<file path="config.mk">
export PLATFORM = sky130hd
export DESIGN_NAME = icache_model_tags
export DESIGN_NICKNAME = d
export VERILOG_FILES = /design/src/rtl/icache_model_pkg.sv /design/src/rtl/icache_model_tags.sv
export SDC_FILE = /design/constraint.sdc
export NUM_CORES = 1
export LEC_CHECK = 0
export BUFFER_PORTS_ARGS = -buffer_cell sky130_fd_sc_hd__buf_2
export CORE_ASPECT_RATIO = 0.75
export CORE_MARGIN = 3
export CORE_UTILIZATION = 54
export CTS_BUF_LIST = sky130_fd_sc_hd__clkbuf_4 sky130_fd_sc_hd__clkbuf_8 sky130_fd_sc_hd__clkbuf_16
export CTS_CLUSTER_SIZE = 8
export DETAILED_ROUTE_END_ITERATION = 8
export GPL_ROUTABILITY_DRIVEN = 0
export GPL_TIMING_DRIVEN = 0
export PLACE_DENSITY_LB_ADDON = 0.25
export SYNTH_ARGS = -nofsm -noshare
export SYNTH_HDL_FRONTEND = slang
export SYNTH_SLANG_ARGS = --single-unit
</file>
<file path="constraint.sdc">
create_clock -name clk_i -period 2.8 [get_ports clk_i]
set_input_delay 0.56 -clock clk_i [delete_from_list [all_inputs] [get_ports clk_i]]
set_output_delay 0.56 -clock clk_i [all_outputs]
set_load 0.01 [all_outputs]
</file>
<file path="src/rtl/icache_model_pkg.sv">
// Shared types, width helpers and data generation for the icache response model.
// The local struct layouts mirror the frontend fetch-port types.
package icache_model_pkg;

  localparam int unsigned VLEN        = 64;
  localparam int unsigned XLEN        = 64;
  localparam int unsigned FETCH_WIDTH = 32;

  localparam logic [XLEN-1:0] INSTR_ACCESS_FAULT = 64'd1;

  typedef enum logic [1:0] {
    IDLE,
    LOOKUP,
    MISS,
    KILL_MISS
  } state_e;

  typedef struct packed {
    logic [XLEN-1:0] cause;
    logic [XLEN-1:0] tval;
    logic            valid;
  } exception_t;

  typedef struct packed {
    logic            req;
    logic            kill_s1;
    logic            kill_s2;
    logic            spec;
    logic [VLEN-1:0] vaddr;
  } icache_dreq_i_t;

  typedef struct packed {
    logic                   ready;
    logic                   valid;
    logic [FETCH_WIDTH-1:0] data;
    logic [VLEN-1:0]        vaddr;
    exception_t             ex;
  } icache_dreq_o_t;

  function automatic int unsigned off_w(input int unsigned line_bytes);
    return $clog2(line_bytes);
  endfunction

  function automatic int unsigned idx_w(input int unsigned nr_tags);
    return $clog2(nr_tags);
  endfunction

  function automatic int unsigned tag_w(input int unsigned nr_tags, input int unsigned line_bytes);
    return VLEN - idx_w(nr_tags) - off_w(line_bytes);
  endfunction

  // Word-aligned low address bits scrambled by the seed.
  function automatic logic [FETCH_WIDTH-1:0] gen_data(input logic [31:0] addr,
                                                      input logic [31:0] seed);
    logic [31:0] w;
    w = {addr[31:2], 2'b00} ^ seed;
    return FETCH_WIDTH'(w);
  endfunction

endpackage

</file>
<file path="src/rtl/icache_model_tags.sv">
// Direct-mapped tag table: combinational lookup, single write port, bulk flush.
// A write in the same cycle as a flush survives, so an in-flight refill is never lost.
module icache_model_tags
  import icache_model_pkg::*;
#(
  parameter int unsigned NrTags    = 8,
  parameter int unsigned LineBytes = 16
) (
  input  logic            clk_i,
  input  logic            rst_i,
  input  logic [VLEN-1:0] lookup_vaddr,
  output logic            lookup_hit,
  input  logic            wr_en,
  input  logic [VLEN-1:0] wr_vaddr,
  input  logic            flush
);

  localparam int unsigned OffW = off_w(LineBytes);
  localparam int unsigned IdxW = idx_w(NrTags);
  localparam int unsigned TagW = tag_w(NrTags, LineBytes);

  logic [NrTags-1:0] valid_q, valid_d;
  logic [TagW-1:0]   tag_q [NrTags];
  logic [IdxW-1:0]   rd_idx, wr_idx;
  logic [TagW-1:0]   rd_tag, wr_tag;
  logic              unused_off;

  assign rd_idx = lookup_vaddr[OffW +: IdxW];
  assign rd_tag = lookup_vaddr[VLEN-1 -: TagW];
  assign wr_idx = wr_vaddr[OffW +: IdxW];
  assign wr_tag = wr_vaddr[VLEN-1 -: TagW];
  assign unused_off = ^{lookup_vaddr[OffW-1:0], wr_vaddr[OffW-1:0]};

  assign lookup_hit = valid_q[rd_idx] && (tag_q[rd_idx] == rd_tag);

  always_comb begin
    valid_d = flush ? '0 : valid_q;
    if (wr_en) valid_d[wr_idx] = 1'b1;
  end

  always_ff @(posedge clk_i or posedge rst_i) begin
    if (rst_i) valid_q <= '0;
    else       valid_q <= valid_d;
  end

  always_ff @(posedge clk_i) begin
    if (wr_en) tag_q[wr_idx] <= wr_tag;
  end

endmodule

</file>
==> impl_metrics.json <==
{
  "violations": "setup timing",
  "clock-root-buffer": "clkbuf_16",
  "path_clk_slew_ns": 0.05,
  "cts_buffer_depth": 3,
  "cp-start-kind": "primary input",
  "synth_area_per_cell_um2": 20.94,
  "hold_viol": 0,
  "grt_pass1_wl_um": 61880,
  "slew_violations": 0,
  "pwr-share-clk_pct": 44.4,
  "drtIter0Drc": 985,
  "synth-seq-area-share_pct": 76.34,
  "die_w_um": 218.0,
  "dieHeight_um": 165.0,
  "clock.fmax_mhz": 279.4,
  "cts_made_buffers": 67,
  "grt_use_total_pct": 24.01,
  "die-area_mm2": 0.03596,
  "outcome": "complete, but fails checks",
  "synth_edf_count": 456,
  "critPathCaptureType": "output pin",
  "post-route-min-period_ns": 3.579,
  "gr-total-overflow": 0,
  "port_buffers": 121,
  "path_class": "in -> out",
  "post-dp-hpwl_um": 27070,
  "power.density_mw_per_mm2": 730.1,
  "viasPerCell": 6.022,
  "utilization_pct": 68.23,
  "multiInputGateArea_mm2": 0.004388,
  "power_frac_comb_pct": 7.1,
  "synthFlopType": "edfxtp_1",
  "worst-path-max-fanout": 10,
  "worstHoldPathType": "in -> reg",
  "netlist_area_mm2": 0.01820,
  "syn_inst": 869,
  "clk_latency_ns": 0.54,
  "clock-sinks": 464,
  "grt_max_degree": 27,
  "cp.arrival_ns": 3.02,
  "wirelength_um": 42480,
  "ctsHtreeMaxLevel": 3,
  "setup_viol": 1,
  "cts_tree": "done",
  "drive_gt1_share_pct": 35.14,
  "initial_core_util_pct": 55.47,
  "swShare_pct": 20.59,
  "timing.final.ws_setup_ns": -0.7793,
  "switchingPower_uw": 3365,
  "place_area_mm2": 0.02003,
  "grt_pass1_vias": 9584,
  "yosysUniqueCellTypes": 31,
  "drc_errors": 0,
  "final_antenna_net_count": 0,
  "layout.nets": 1224,
  "dr.pass1.iters": 5,
  "antenna_found_initial": 4,
  "async_flop_share_pct": 1.724,
  "cap_viol_max_count": 0,
  "seq_power_share_pct": 48.6,
  "wl_per_cell_um": 27.37,
  "ioPinCount": 133,
  "synth_nets": 1001,
  "final_cell_area_mm2": 0.02238,
  "ys_seq_elements": 464,
  "cp.required_ns": 2.24,
  "p_int_uw": 12980,
  "tightest_slew_ns": 0.8324,
  "peakVddDrop_mv": 0.4831,
  "skew_ns": 0,
  "max_slew_margin_pct": 44.38,
  "num-fill-cells": 2067,
  "p_leak_uw": 0.007817,
  "num_vias": 9346,
  "period_share_pct": 127.8,
  "ys_warn_count": 0,
  "rsz0062_at_grt": "true",
  "final-seq-area_mm2": 0.01389,
  "fp-row-count": 57,
  "core-area_mm2": 0.03281,
  "areaGrowthSynthToFinish_pct": 22.99
}
-- layout by cell type (no fill, tap or decap), types with 6 or more instances in the layout --
cell and n:
xnor2_1 16, buf_2 123, buf_8 6, buf_16 10, edfxtp_1 456, clkbuf_2 7
mux2i_1 97, dfrtp_1 8, clkbuf_4 15, nor4_2 8, buf_12 17, xor2_1 39
mux4_2 69, buf_6 14, a221oi_2 12, nor2_4 6, a21o_1 8, clkbuf_16 71
buf_4 13, nor2b_1 38, a221oi_1 24
-- worst paths after layout --
check	slack, ns	end	start	cells after the start
max in group asynchronous	2.04	valid_q[3]	rst_i	3
max reg2reg	2.13	valid_q[7]	valid_q[7]	1
min	0.28	tag_q[4][18]	wr_vaddr[25]	1
max	-0.78	lookup_hit	lookup_vaddr[5]	10
min reg2reg	0.48	valid_q[2]	valid_q[2]	1
min in group asynchronous	0.53	valid_q[7]	rst_i	3
-- state kept, by name (all words and copies together), names as in the netlist --
signal and flops:
valid_q 8, tag_q 456
-- routing by layer --
| metal | vias up | track usage [%] | part of all wire, % |
|---|---|---|---|
| li1 | 4038 | - | - |
| met1 | 4829 | 34.83 | 43 |
| met2 | 385 | 36.19 | 47 |
| met3 | 86 | 6.345 | 7.6 |
| met4 | 8 | 7.733 | 2.4 |
| met5 | - | 0 | 0.11 |
-- critical path: stages --
cell and delay (ns):
buf_2 0.26, buf_6 0.24, buf_6 0.22, mux2i_1 0.36
a221oi_4 0.14, xor2_1 0.19, nor4_1 0.22, nand3_1 0.28
nor4_4 0.33, buf_2 0.19
-- cell families after synthesis --
logic type             after synthesis  share of synthesized area [%]
flip-flops                         464                          76.34
XOR/XNOR                            56                          2.695
buffers and inverters               43                          1.286
AO/OA/AOI/OAI                       57                          2.558
AND/OR/NAND/NOR                     76                          2.503
multiplexers                       173                          14.62
-- final cells by class --
type | instances | share of cell area [%]
sequential | 464 | 62.07
multi-input combinational | 362 | 19.60
clock buffer | 83 | 8.340
timing repair buffer | 154 | 5.311
tap | 442 | 2.471
buffer | 41 | 2.096
clock inverter | 1 | 0.03913
inverter | 2 | 0.03354
antenna | 3 | 0.03354
-- power by group through the flow --
stage               logic [µW]  registers (µW)  clock network (µW)
floorplan                  591            8060                   0
global placement           991            8070                   0
detailed placement        1060            8060                   0
CTS                       1130            7940                7340
global route              1230            7950                7650
finish                    1150            7940                7250
-- through the flow --
| step | setup slack [ns] | setup TNS [ns] | hold slack [ns] | power, µW | instances |
|---|---|---|---|---|---|
| floorplan | -0.8668 | -186.53 | 0.3757 | 8646 | 869 |
| global placement | -3.454 | -1096.82 | 0.4535 | 9060 | 1432 |
| detailed placement | -1.832 | -1.832 | 0.4643 | 9119 | 1453 |
| CTS | -0.8002 | -0.8002 | 0.2610 | 16410 | 1549 |
| global route | -0.8848 | -0.8848 | 0.2765 | 16820 | 1549 |
| finish | -0.7793 | -0.7793 | 0.2795 | 16340 | 1552 |
-- synthesized netlist by cell type, types with 3 or more instances --
cell | count | area (µm²)
edfxtp_1 | 456 | 13690
a21o_1 | 8 | 60.06
mux2i_1 | 100 | 1001
clkbuf_1 | 12 | 45.04
nand2b_1 | 4 | 25.02
xor2_1 | 39 | 341.6
buf_2 | 23 | 115.1
nor2_1 | 7 | 26.28
dfrtp_1 | 8 | 200.2
nor2b_1 | 41 | 256.5
a22oi_1 | 4 | 30.03
xnor2_1 | 17 | 148.9
a221oi_1 | 39 | 341.6
mux4_1 | 4 | 105.1
nand4_1 | 3 | 18.77
mux4_2 | 69 | 1554
nor4_1 | 14 | 87.58
-- timing repair --
action / CTS / global route
hold buffers: 1 / 0
setup buffers: 11 / 0
pin swaps: 10 / 7
gates resized for setup: 63 / 20
cloned: 0 / 0
endpoints found under the hold margin: 8 / 0
setup endpoints to repair: 1 / 1
Power figures use the tool's default switching activity.
